$ cat src/rtl/cp0_pkg.sv
// Shared CP0 field positions, register indices and
// interrupt sequencer state encoding.
package cp0_pkg;

    localparam int STATUS_IE_BIT = 0;
    localparam int STATUS_IM_LSB = 8;
    localparam int CAUSE_IP_LSB  = 8;
    localparam int CAUSE_EXC_LSB = 2;

    localparam logic [4:0] CP0_STATUS = 5'd12;
    localparam logic [4:0] CP0_CAUSE  = 5'd13;
    localparam logic [4:0] CP0_EPC    = 5'd14;

    typedef enum logic [2:0] {
        S_IDLE,
        S_DRAIN,
        S_TAKE,
        S_VEC,
        S_HANDLER,
        S_ERET_W
    } int_state_t;

endpackage

$ cat src/rtl/cp0_int_ctrl_if.sv
// CP0 register-file side of the interrupt sequencer:
// INT entry write, rollback strobe and Status restore write.
interface cp0_int_ctrl_if;

    logic        int_out;
    logic [31:0] wepc;
    logic [31:0] wcause;
    logic [31:0] wstatus;
    logic        back;
    logic        c0w_req;
    logic [4:0]  c0w_addr;
    logic [31:0] c0w_data;

    modport master (
        output int_out, wepc, wcause, wstatus,
        output back, c0w_req, c0w_addr, c0w_data
    );

    modport slave (
        input int_out, wepc, wcause, wstatus,
        input back, c0w_req, c0w_addr, c0w_data
    );

endinterface

$ cat src/rtl/cp0_irq_sample.sv
// Pending-interrupt register: masked irq sampled while idle,
// frozen for the rest of the entry/handler sequence.
module cp0_irq_sample #(
    parameter int NIRQ = 6
) (
    input  logic            clk,
    input  logic            rst,
    input  logic [NIRQ-1:0] irq,
    input  logic [NIRQ-1:0] im,
    input  logic            ie,
    input  logic            hold,
    output logic [NIRQ-1:0] pend,
    output logic            take
);

    always_ff @(posedge clk or negedge rst) begin
        if (!rst) begin
            pend <= '0;
        end else if (!hold) begin
            pend <= irq & im;
        end
    end

    assign take = (|pend) & ie;

endmodule

$ cat src/rtl/cp0_int_ctrl.sv
// Interrupt entry/return sequencer: drain, INT write,
// vector redirect, handler tracking and ERET restore.
module cp0_int_ctrl
    import cp0_pkg::*;
#(
    parameter int          NIRQ        = 6,
    parameter logic [31:0] VECTOR      = 32'h0000_0180,
    parameter logic [4:0]  STATUS_ADDR = 5'd12
) (
    input  logic            clk,
    input  logic            rst,
    input  logic [NIRQ-1:0] irq,
    input  logic [31:0]     status,
    input  logic [31:0]     epc_cp0,
    input  logic [31:0]     epc_in,
    input  logic            drain_done,
    input  logic            eret,
    input  logic            squash,
    output logic            stall,
    output logic            redirect,
    output logic [31:0]     redirect_pc,
    output logic            in_handler,
    cp0_int_ctrl_if.master  c0
);

    int_state_t      state, nstate;
    logic [NIRQ-1:0] pend;
    logic            take;
    logic            hold;

    logic            n_stall, n_int, n_redir, n_inh, n_c0w;
    logic [31:0]     n_wepc, n_wcause, n_wstatus;
    logic [31:0]     n_c0w_data, n_rpc;

    assign hold = (state != S_IDLE);

    cp0_irq_sample #(.NIRQ(NIRQ)) u_sample (
        .clk  (clk),
        .rst  (rst),
        .irq  (irq),
        .im   (status[STATUS_IM_LSB +: NIRQ]),
        .ie   (status[STATUS_IE_BIT]),
        .hold (hold),
        .pend (pend),
        .take (take)
    );

    always_comb begin
        nstate = state;
        unique case (state)
            S_IDLE:    if (take) nstate = S_DRAIN;
            S_DRAIN:   if (drain_done) nstate = S_TAKE;
            S_TAKE:    nstate = S_VEC;
            S_VEC:     nstate = S_HANDLER;
            S_HANDLER: if (eret) nstate = S_ERET_W;
            S_ERET_W:  nstate = S_IDLE;
            default:   nstate = S_IDLE;
        endcase
    end

    // Outputs are registered, so decode them from the next state.
    always_comb begin
        n_stall    = 1'b0;
        n_int      = 1'b0;
        n_redir    = 1'b0;
        n_inh      = 1'b0;
        n_c0w      = 1'b0;
        n_wepc     = '0;
        n_wcause   = '0;
        n_wstatus  = '0;
        n_c0w_data = '0;
        n_rpc      = '0;
        unique case (nstate)
            S_DRAIN: n_stall = 1'b1;
            S_TAKE: begin
                n_stall = 1'b1;
                n_int   = 1'b1;
                n_wepc  = epc_in;
                n_wcause[CAUSE_IP_LSB +: NIRQ] = pend;
                n_wstatus = status;
                n_wstatus[STATUS_IE_BIT] = 1'b0;
            end
            S_VEC: begin
                n_redir = 1'b1;
                n_rpc   = VECTOR;
            end
            S_HANDLER: n_inh = 1'b1;
            S_ERET_W: begin
                n_inh      = 1'b1;
                n_c0w      = 1'b1;
                n_c0w_data = status | 32'h1;
                n_redir    = 1'b1;
                n_rpc      = epc_cp0;
            end
            default: ;
        endcase
    end

    always_ff @(posedge clk or negedge rst) begin
        if (!rst) begin
            state       <= S_IDLE;
            stall       <= 1'b0;
            c0.int_out  <= 1'b0;
            redirect    <= 1'b0;
            in_handler  <= 1'b0;
            c0.c0w_req  <= 1'b0;
            c0.wepc     <= '0;
            c0.wcause   <= '0;
            c0.wstatus  <= '0;
            c0.c0w_addr <= '0;
            c0.c0w_data <= '0;
            redirect_pc <= '0;
        end else begin
            state       <= nstate;
            stall       <= n_stall;
            c0.int_out  <= n_int;
            redirect    <= n_redir;
            in_handler  <= n_inh;
            c0.c0w_req  <= n_c0w;
            c0.wepc     <= n_wepc;
            c0.wcause   <= n_wcause;
            c0.wstatus  <= n_wstatus;
            c0.c0w_addr <= STATUS_ADDR;
            c0.c0w_data <= n_c0w_data;
            redirect_pc <= n_rpc;
        end
    end

    // INT already rolls back CP0 writes during entry.
    assign c0.back = squash & ((state == S_IDLE) |
                               (state == S_HANDLER) |
                               (state == S_ERET_W));

endmodule

$ cat src/flat_wrapper.sv
// flat-port wrapper written by rule: the top's interface ports become plain ports
module cp0_int_ctrl_flat import cp0_pkg::*;
#(
    parameter int          NIRQ        = 6,
    parameter logic [31:0] VECTOR      = 32'h0000_0180,
    parameter logic [4:0]  STATUS_ADDR = 5'd12
)
  (clk, rst, irq, status, epc_cp0, epc_in, drain_done, eret, squash, stall, redirect, redirect_pc, in_handler, c0_int_out, c0_wepc, c0_wcause, c0_wstatus, c0_back, c0_c0w_req, c0_c0w_addr, c0_c0w_data);
  cp0_int_ctrl_if c0_i ();
  input  logic clk;
  input  logic rst;
  input  logic [NIRQ-1:0] irq;
  input  logic [31:0] status;
  input  logic [31:0] epc_cp0;
  input  logic [31:0] epc_in;
  input  logic drain_done;
  input  logic eret;
  input  logic squash;
  output logic stall;
  output logic redirect;
  output logic [31:0] redirect_pc;
  output logic in_handler;
  output wire logic [$bits(c0_i.int_out)-1:0] c0_int_out;
  output wire logic [$bits(c0_i.wepc)-1:0] c0_wepc;
  output wire logic [$bits(c0_i.wcause)-1:0] c0_wcause;
  output wire logic [$bits(c0_i.wstatus)-1:0] c0_wstatus;
  output wire logic [$bits(c0_i.back)-1:0] c0_back;
  output wire logic [$bits(c0_i.c0w_req)-1:0] c0_c0w_req;
  output wire logic [$bits(c0_i.c0w_addr)-1:0] c0_c0w_addr;
  output wire logic [$bits(c0_i.c0w_data)-1:0] c0_c0w_data;
  assign c0_int_out = c0_i.int_out;
  assign c0_wepc = c0_i.wepc;
  assign c0_wcause = c0_i.wcause;
  assign c0_wstatus = c0_i.wstatus;
  assign c0_back = c0_i.back;
  assign c0_c0w_req = c0_i.c0w_req;
  assign c0_c0w_addr = c0_i.c0w_addr;
  assign c0_c0w_data = c0_i.c0w_data;
  cp0_int_ctrl #(.NIRQ(NIRQ), .VECTOR(VECTOR), .STATUS_ADDR(STATUS_ADDR)) u_core (.clk(clk), .rst(rst), .irq(irq), .status(status), .epc_cp0(epc_cp0), .epc_in(epc_in), .drain_done(drain_done), .eret(eret), .squash(squash), .stall(stall), .redirect(redirect), .redirect_pc(redirect_pc), .in_handler(in_handler), .c0(c0_i));
endmodule
$ cat config.mk
export PLATFORM = sky130hd
export DESIGN_NAME = cp0_int_ctrl_flat
export DESIGN_NICKNAME = d
export VERILOG_FILES = /design/src/rtl/cp0_pkg.sv /design/src/rtl/cp0_int_ctrl_if.sv /design/src/rtl/cp0_irq_sample.sv /design/src/rtl/cp0_int_ctrl.sv /design/src/flat_wrapper.sv
export SDC_FILE = /design/constraint.sdc
export NUM_CORES = 1
export LEC_CHECK = 0
export ABC_AREA = 1
export BUFFER_PORTS_ARGS = -buffer_cell sky130_fd_sc_hd__buf_2
export CAP_MARGIN = 0
export CORE_ASPECT_RATIO = 0.6
export CORE_MARGIN = 2
export CORE_UTILIZATION = 46
export DETAILED_ROUTE_END_ITERATION = 10
export MAX_ROUTING_LAYER = met4
export PLACE_DENSITY = 0.92
export SETUP_SLACK_MARGIN = 0.02
export SLEW_MARGIN = 30
export SYNTH_ARGS = -nofsm -noshare
export SYNTH_HDL_FRONTEND = slang
export SYNTH_HIERARCHICAL = 1
export SYNTH_SLANG_ARGS = --single-unit
$ cat constraint.sdc
create_clock -name clk -period 1.5 [get_ports clk]
set_input_delay 0.225 -clock clk [delete_from_list [all_inputs] [get_ports clk]]
set_output_delay 0.225 -clock clk [all_outputs]
set_load 0.005 [all_outputs]
==> flow_summary.json, run 1 <==
{
  "status": "complete, no violations",
  "cp_slowest_stage_delay_ns": 0.43,
  "drv_slew": 0,
  "ys_seq_area_share_pct": 65.67,
  "grt_pass1_vias": 3869,
  "drt-pass1-iter-count": 4,
  "arrival_ns": 1.19,
  "seq_area_um2": 3679,
  "hp-class": "input pin to register",
  "worstPathRequired_ns": 1.27,
  "final_common_cell": "buf_2",
  "power.share.combinational_pct": 22.9,
  "finClkSkew_ns": 0.01206,
  "swShare_pct": 31.49,
  "path_cells": "nor2_4 -> nor2_1 -> buf_2",
  "synth_top_family_by_area": "simple AND/OR/NAND/NOR gates",
  "vdd_drop_max_v": 0.0008679,
  "ys_ff_latch": 147,
  "nFillCells": 940,
  "grtUsageMet1_pct": 23.19,
  "wire_per_inst_um": 13.22,
  "p_per_area_nw_per_um2": 1470,
  "wl_mm": 12.38,
  "hpwl_mm": 9.237,
  "diodes": 0,
  "setup-violations-final": 0,
  "drive_above_1_share_pct": 47.99,
  "area.growth.synth_to_final_pct": 36.39,
  "synth_compound_area_share_pct": 0,
  "fin_nets": 865,
  "ctsRootBufferMaster": "clkbuf_16",
  "fin_crit_ns": 1.414,
  "clockBufferDepth": 2,
  "core.rowCount": 31,
  "clk_pin_slew_ns": 0.06,
  "htreeDepth": 4,
  "drc": 0,
  "grt_pass1_wl_mm": 18.90,
  "vias_per_cell": 4.157,
  "ant_nets": 0,
  "grt_max_degree": 42,
  "grt-ovfl-total": 0,
  "hold_slack_ns": 0.01531,
  "yosys.area_share.simple_pct": 20.08,
  "switchingPower_uw": 3538,
  "track_usage_pct": 19.78,
  "maxCapViolCount": 0,
  "cts_made_buffers": 17,
  "min_period_over_period_pct": 94.28,
  "synth_adder_area_share_pct": 0,
  "io_pins": 278,
  "slowest_stage": "dfrtp_1",
  "core-area_um2": 11990,
  "cts_sinks": 147,
  "crit_type": "register to output port",
  "synthCells": 484,
  "gp_congestion": 0.7883,
  "p_clk_share_pct": 34.8,
  "final_cell_mix": "buf_2, dfrtp_1, inv_1",
  "hold_violations": 0,
  "cp-end-kind": "output port",
  "cp.buffers_inverters": 1,
  "io_buffers": 247,
  "use_met3_pct": 4.745,
  "leakagePower_uw": 0.004693,
  "dieHeight_um": 89.48,
  "multi_input_area_um2": 1241,
  "drtIter0Drc": 112,
  "tritoncts": "done",
  "insertion_delay_ns": 0.42,
  "pwr-share-seq_pct": 42.3,
  "max_freq_ghz": 0.7071,
  "crit_path_max_fanout": 4,
  "rsz0062_at_grt": "no",
  "ys_warn_count": 6,
  "start_util_pct": 46.74,
  "setup_tns_ns": 0,
  "synth_area_um2": 5602,
  "synth_area_per_cell_um2": 11.57,
  "dieArea_um2": 13110,
  "vias": 3891,
  "busiest_layer": "met2",
  "met2_usage_pct": 34.39,
  "yosys.cell_types.count": 16,
  "synth_xor_area_share_pct": 0,
  "crit_family": "flip-flops",
  "die_w_um": 146.5,
  "crit_path_start_kind": "register",
  "internal_power_uw": 7696,
  "grt_antenna_before_repair": 0,
  "synth_mux_area_share_pct": 0
}
-- per-layer routing --
| metal | share of wire [%] | vias to the layer above | routed length [um] |
|---|---|---|---|
| met1 | 42 | 1866 | 5143 |
| met5 | 0 | - | 0 |
| met4 | 1.2 | 0 | 144 |
| li1 | - | 1850 | - |
| met2 | 52 | 162 | 6406 |
| met3 | 5.5 | 13 | 681 |
-- worst paths after layout --
check                                               startpoint                                  end  slack (ns)  cells after the start
setup / recovery                     u_core/state[2]$_DFF_PN0_                              c0_back        0.09                      3
hold / removal                                     epc_cp0[15]     u_core/redirect_pc[15]$_DFF_PN0_        0.02                      3
setup reg to reg                     u_core/state[0]$_DFF_PN0_      u_core/c0.wstatus[31]$_DFF_PN0_        0.12                      7
hold reg to reg            u_core/u_sample/pend[4]$_DFFE_PN0N_  u_core/u_sample/pend[4]$_DFFE_PN0N_        0.50                      2
max in group asynchronous                                  rst         u_core/c0.wepc[13]$_DFF_PN0_        0.61                      3
min in group asynchronous                                  rst      u_core/c0.wstatus[10]$_DFF_PN0_        0.29                      2
-- kinds of logic after synthesis --
| group | count (synthesis) |
|---|---|
| DFF | 147 |
| and+or+nand+nor | 178 |
| buffers and inverters | 157 |
| other | 2 |
-- Yosys cell counts --
| master | count | area, um2 |
|---|---|---|
| inv_2 | 5 | 18.77 |
| nand3_1 | 13 | 65.06 |
| nand2_2 | 2 | 12.51 |
| buf_2 | 6 | 30.03 |
| dfrtp_1 | 147 | 3679 |
| nor2_2 | 21 | 131.4 |
| nor2_1 | 66 | 247.7 |
| inv_1 | 105 | 394.1 |
| clkinv_1 | 1 | 3.750 |
| buf_8 | 5 | 75.07 |
| nor2_4 | 51 | 574.3 |
| nand2_1 | 25 | 93.84 |
| buf_6 | 2 | 22.52 |
| inv_4 | 1 | 6.260 |
| buf_4 | 32 | 240.2 |
| conb_1 | 2 | 7.510 |
-- power by group through the flow --
stage	combinational [uW]	clock, uW	sequential [uW]
final	2580	3910	4750
after global routing	2860	4180	4810
after CTS	2590	4000	4760
after detailed placement	2550	0	4830
after global placement	2470	0	4800
after floorplan	1480	0	4880
-- final cells by class --
cell class,instances,share of cell area (%)
flip-flops and latches,147,48.15
repair buffers,271,20.16
multi-input cells,209,16.25
clock buffers,18,5.617
inverters,112,5.568
well taps,165,2.702
clock inverters,14,1.556
-- timing repair --
item	in CTS	in global routing
endpoints found under the setup margin	0	3
buffers inserted	0	2
gates resized for setup	0	0
hold endpoints to repair	46	0
hold buffers	12	0
-- flip-flops by register name, indices dropped and copies added (netlist names) --
name and cells:
u_core/c0.c0w_data 32, u_core/c0.wepc 32, u_core/redirect_pc 32, u_core/c0.wstatus 31, u_core/c0.wcause 6, u_core/u_sample/pend 6
u_core/state 3, u_core/c0.c0w_addr 1, u_core/c0.int_out 1, u_core/in_handler 1, u_core/redirect 1, u_core/stall 1
-- metrics by stage --
stage                     instances  cell area, um2  setup WS, ns  power [uW]  util (%)
after global placement          890            6957        0.1536        7269     58.04
after floorplan                 513            5710        0.3876        6352         -
after CTS                       934            7625       0.03123       11360     63.62
final                           936            7640       0.08585       11230     63.74
after global routing            936            7640       0.02751       11850     63.74
after detailed placement        890            6957        0.1111        7380     58.04
-- worst register-to-register path: stages, from the launching register on --
cell and delay [ns]:
dfrtp_1 0.39, inv_2 0.09, nor2_4 0.05, nand2_2 0.08, nor2_4 0.05, inv_6 0.28, buf_12 0.27, nor2_4 0.06
No activity file was read; power rests on OpenSTA's default activity.
==> run 2: changes to the inputs <==
ABC_AREA = not set   (was 1)
CORE_UTILIZATION = 44   (was 46)
PLACE_DENSITY = 0.91   (was 0.92)
==> run 2 against run 1 <==
Power down 4.2%. Global-route usage down 1.1 points. Sequential share of layout area up 3.7 points. Maximum frequency down 22%. Synthesized area down 9.2%. Cell count down 13%. Setup slack worse by 0.40 ns. Clock power up 3%. Synthesized cell count down 23%. Clock-buffer cell count down 1. Critical endpoint is now u_core/state[0]$_DFF_PN0_. The run now ends with setup timing left.
==> flow_summary.json, run 2 <==
{
  "grtUsageMet1_pct": 22.49,
  "setup-violations-final": 3,
  "ant_nets": 0,
  "p_per_area_nw_per_um2": 1514,
  "status": "finished, violations left",
  "dieArea_um2": 12460,
  "hpwl_mm": 8.389,
  "vias_per_cell": 4.230,
  "final_common_cell": "buf_2",
  "area.growth.synth_to_final_pct": 39.75,
  "wire_per_inst_um": 13.90,
  "clockBufferDepth": 2,
  "io_pins": 278,
  "diodes": 0,
  "arrival_ns": 2.10,
  "maxCapViolCount": 0,
  "ys_seq_area_share_pct": 72.32,
  "crit_path_max_fanout": 2,
  "drtIter0Drc": 135,
  "hold_violations": 0,
  "synth_most_common_cell": "dfrtp_1",
  "htreeDepth": 4,
  "dieHeight_um": 87.28,
  "hold_slack_ns": 0.02323,
  "vdd_drop_max_v": 0.001058,
  "ys.flop_type": "dfrtp_1",
  "ys_ff_latch": 147,
  "synth_area_per_cell_um2": 13.56,
  "fin_util_pct": 62.91,
  "synth_top_area_share_pct": 72.32,
  "grt_pass1_wl_mm": 17.06,
  "core-area_um2": 11300,
  "fin_crit_ns": 1.816,
  "track_usage_pct": 18.63,
  "io_buffers": 247,
  "reg_top3": "u_core/c0.c0w_data (32), u_core/c0.wepc (32), u_core/redirect_pc (32)",
  "cp-end-kind": "register",
  "start_util_pct": 45.02,
  "insertion_delay_ns": 0.40,
  "crit_type": "register to register",
  "grt-ovfl-total": 0,
  "worstPathRequired_ns": 1.78,
  "synth.area.top_cells": "dfrtp_1, and2_1, buf_4",
  "grt_max_degree": 62,
  "max_freq_ghz": 0.5506,
  "use_met3_pct": 6.212,
  "grt_antenna_before_repair": 0,
  "ctsRootBufferMaster": "clkbuf_16",
  "reg2reg_depth": 5,
  "async_reset_ff_share_pct": 100.0,
  "finClkSkew_ns": 0.009043,
  "drv_slew": 0,
  "yosys-top-cells-count": "dfrtp_1, and2_1, buf_4, nand2_1, o21ai_0",
  "final_cell_mix": "buf_2, dfrtp_1, and2_1",
  "violations": "setup timing",
  "wl_mm": 11.30,
  "min_period_over_period_pct": 121.1,
  "met2_usage_pct": 30.55,
  "crit_path_start_kind": "register",
  "holdPathStages": 2,
  "synth_area_leader_cell": "dfrtp_1",
  "fin_nets": 747,
  "clk_pin_slew_ns": 0.06,
  "grt_pass1_vias": 3485,
  "yosys.cell_types.count": 25,
  "cts_sinks": 147,
  "synthCells": 375,
  "tritoncts": "done",
  "cts_made_buffers": 17,
  "leakagePower_uw": 0.004158,
  "fin_ws_ns": -0.3163,
  "drc": 0,
  "gp_congestion": 0.7296,
  "hp-class": "input pin to register",
  "vias": 3439,
  "drt-pass1-iter-count": 4,
  "core.rowCount": 30,
  "ys_warn_count": 6,
  "drive_above_1_share_pct": 46.55,
  "busiest_layer": "met2",
  "synth-edff-count": 0,
  "synth_area_um2": 5086,
  "die_w_um": 142.8,
  "rsz0062_at_grt": "yes"
}
## run 2: cell count changes after synthesis, sizes merged, moves of 3 or more
cell / before / now
o21ai: 0 / 8
inv: 111 / 0
nor2: 138 / 4
clkbuf: 0 / 12
and2: 0 / 130
buf: 45 / 37
nand3: 13 / 0
nor3: 0 / 3
nand2: 27 / 17
## run 2: critical path, stage by stage (launching register included)
cell     delay, ns
dfrtp_1       0.39
or4_4         0.54
o31a_1        0.27
nor2_1        0.09
nor3_1        0.04
or3_1         0.37
## run 2: per-layer routing
metal | wire length (um) | vias to the layer above
met1 | 4642 | 1668
met4 | 85 | 0
met2 | 5842 | 142
met5 | 0 | -
li1 | - | 1620
met3 | 733 | 9
## run 2: power breakdown
| part | internal [uW] | leakage [uW] | switching (uW) |
|---|---|---|---|
| clock network | 2320 | 0.000266 | 1690 |
| registers | 4500 | 0.00201 | 208 |
| logic | 1030 | 0.00188 | 1000 |
| total | 7860 | 0.00416 | 2910 |
## run 2: kinds of logic after synthesis
kind of cell / synth area share (%)
AOI/OAI and AO/OA: 1.304
buffers and inverters: 6.322
DFF: 72.32
other: 0.1477
muxes: 0.2214
and+or+nand+nor: 19.68
## run 2: what timing repair did
action / in CTS / in global routing
hold endpoints to repair: 27 / 1
gates resized for setup: 4 / 1
endpoints found under the setup margin: 3 / 64
pin swaps: 0 / 1
hold buffers: 1 / 1
setup buffers: 2 / 3
## run 2: area by class of cell
| type | instances | area, um2 |
|---|---|---|
| sequential | 147 | 3682 |
| fill | 870 | 4190 |
| tap | 160 | 200.2 |
| timing repair buffer | 266 | 1456 |
| clock buffer | 17 | 425.4 |
| clock inverter | 15 | 145.1 |
| multi-input combinational | 208 | 1199 |
## run 2: metrics by stage
step	setup slack [ns]	cells	power, uW	setup TNS (ns)	cell area, um2
CTS	-0.3111	809	10840	-0.5302	7074
detailed placement	-0.3365	774	6718	-0.4211	6469
global route	-0.4041	813	11330	-0.8570	7108
global placement	-0.3163	774	6622	-0.3523	6469
finish	-0.3163	813	10760	-0.5357	7108
floorplan	-0.2111	404	5735	-0.2111	5195
## run 2: final timing paths
path	from	to	slack, ns
max	u_core/u_sample/pend[1]$_DFFE_PN0N_	u_core/state[0]$_DFF_PN0_	-0.32
min	epc_in[20]	u_core/c0.wepc[20]$_DFF_PN0_	0.02
max reg2reg	u_core/u_sample/pend[1]$_DFFE_PN0N_	u_core/state[0]$_DFF_PN0_	-0.32
min reg2reg	u_core/u_sample/pend[5]$_DFFE_PN0N_	u_core/u_sample/pend[5]$_DFFE_PN0N_	0.51
max in group asynchronous	rst	u_core/state[1]$_DFF_PN0_	0.63
min in group asynchronous	rst	u_core/redirect_pc[29]$_DFF_PN0_	0.25
==> run 3: changes to the inputs <==
CORE_UTILIZATION = 40   (was 44)
HOLD_SLACK_MARGIN = 0.1   (was not set)
PLACE_DENSITY = 0.88   (was 0.91)
clock period = 1.55 ns   (was 1.5 ns; I/O delays follow)
==> run 3 against run 2 <==
The run still ends with setup timing left. Register-to-register slack better by 0.13 ns. Clock skew is 0.0023 ns higher. First-iteration DRC count is 11% lower. Maximum frequency is 4.6% higher. Die area is 9.6% higher. Critical path depth stayed put. Routed wire length is 18% higher. Design area is 14% higher. Setup slack better by 0.13 ns. Combinational power is 4% higher. Clock power is 4% lower. Global-route usage is 1.9 points higher.
==> flow_summary.json, run 3 (synthesis gave the netlist of run 2 again) <==
{
  "cp_slowest_stage_delay_ns": 0.53,
  "cts_sinks": 147,
  "rsz0062_at_grt": "yes",
  "worstPathRequired_ns": 1.84,
  "max_freq_ghz": 0.5757,
  "core-area_um2": 12220,
  "wl_mm": 13.38,
  "finClkSkew_ns": 0.01131,
  "vdd_drop_max_v": 0.0008036,
  "min_period_over_period_pct": 112.1,
  "final_common_cell": "buf_2",
  "htreeDepth": 4,
  "tritoncts": "done",
  "wire_per_inst_um": 14.62,
  "fin_crit_ns": 1.737,
  "reg_top3": "u_core/c0.c0w_data (32), u_core/c0.wepc (32), u_core/redirect_pc (32)",
  "maxCapViolCount": 0,
  "drtIter0Drc": 120,
  "slowest_stage": "or4_1",
  "ant_nets": 0,
  "grt_pass1_vias": 4181,
  "p_per_area_nw_per_um2": 1305,
  "ctsRootBufferMaster": "clkbuf_16",
  "crit_path_start_kind": "register",
  "drive_above_1_share_pct": 40.53,
  "vias": 3841,
  "clk_pin_slew_ns": 0.07,
  "grt_max_degree": 56,
  "path_cells": "or4_1 -> o31a_1 -> nor2_1 -> nor3_1 -> or3_1",
  "drv_slew": 0,
  "fin_nets": 844,
  "cp-end-kind": "register",
  "dieArea_um2": 13660,
  "start_util_pct": 41.63,
  "track_usage_pct": 20.54,
  "hpwl_mm": 8.644,
  "drc": 0,
  "finalNonFillerCells": 915,
  "vias_per_cell": 4.198,
  "cts_made_buffers": 17,
  "grt_pass1_wl_mm": 20.78,
  "io_pins": 278,
  "hold_violations": 0,
  "status": "finished, violations left",
  "setup_tns_ns": -0.1870,
  "crit_type": "register to register",
  "hp-class": "input pin to register",
  "io_buffers": 247,
  "grt_antenna_before_repair": 0,
  "setup-violations-final": 1,
  "area.growth.synth_to_final_pct": 58.82,
  "dieHeight_um": 91.35,
  "diodes": 0,
  "leakagePower_uw": 0.004568,
  "final_cell_mix": "buf_2, dfrtp_1, and2_1",
  "fin_util_pct": 66.11,
  "die_w_um": 149.6,
  "post-place-cells": 777,
  "fin_ws_ns": -0.1870,
  "clockBufferDepth": 2,
  "arrival_ns": 2.03,
  "violations": "setup timing",
  "drt-pass1-iter-count": 4,
  "crit_path_max_fanout": 2,
  "core.rowCount": 31,
  "grt-ovfl-total": 0,
  "insertion_delay_ns": 0.41,
  "gp_congestion": 0.7376
}
## run 3: path summary, 6_finish.rpt
path	cells past startpoint	start	slack [ns]	to
max	5	u_core/u_sample/pend[2]$_DFFE_PN0N_	-0.19	u_core/state[0]$_DFF_PN0_
min	3	irq[0]	0.13	u_core/u_sample/pend[0]$_DFFE_PN0N_
max reg2reg	5	u_core/u_sample/pend[2]$_DFFE_PN0N_	-0.19	u_core/state[0]$_DFF_PN0_
min reg2reg	2	u_core/u_sample/pend[4]$_DFFE_PN0N_	0.51	u_core/u_sample/pend[4]$_DFFE_PN0N_
max in group asynchronous	3	rst	0.71	u_core/c0.wepc[15]$_DFF_PN0_
min in group asynchronous	2	rst	0.26	u_core/c0.wstatus[12]$_DFF_PN0_
## run 3: power by group
| part | leakage, uW | internal [uW] | switching, uW | total (uW) |
|---|---|---|---|---|
| Clock | 0.000271 | 2180 | 1650 | 3840 |
| Combinational | 0.00228 | 1110 | 1030 | 2130 |
| Sequential | 0.00201 | 4360 | 213 | 4570 |
| Total | 0.00457 | 7650 | 2890 | 10500 |
## run 3: critical path, delay by kind of cell (launching register included)
family	cells	cell delay (ns)
AND/OR/NAND/NOR	4	0.96
flip-flops	1	0.39
AO/OA/AOI/OAI	1	0.26
## run 3: repair_timing
item	4_1_cts	5_1_grt
endpoints found under the setup margin	2	3
setup buffers	3	3
gates resized for setup	3	3
hold endpoints to repair	277	0
hold buffers	100	0
cloned	0	0
pin swaps	3	2
## run 3: metrics by stage
stage                     total power (uW)  setup slack (ns)  hold slack [ns]  instance area [um2]
after CTS                            10560           -0.2198           0.1083                 8043
after floorplan                       5550           -0.1611         -0.06309                 5195
after global routing                 11090           -0.2529           0.1075                 8078
final                                10540           -0.1870           0.1293                 8078
after global placement                6339           -0.2269           0.1296                 6447
after detailed placement              6428           -0.2651           0.1329                 6447
## run 3: routing by layer
layer	global-route usage, %	up-vias	wire length [um]	part of all wire (%)
met5	-	-	0	0
met4	7.063	0	170	1.3
met3	4.824	15	814	6.1
met2	36.09	159	7049	53
met1	23.05	1849	5348	40
li1	-	1818	-	-
## run 3: final cells by class
cell class	count	area, um2
Multi-Input combinational cell	208	1207
Sequential cell	147	3682
Fill cell	912	4140
Tap cell	165	206.4
Timing Repair Buffer	363	2414
Clock inverter	13	115.1
Clock buffer	19	452.9
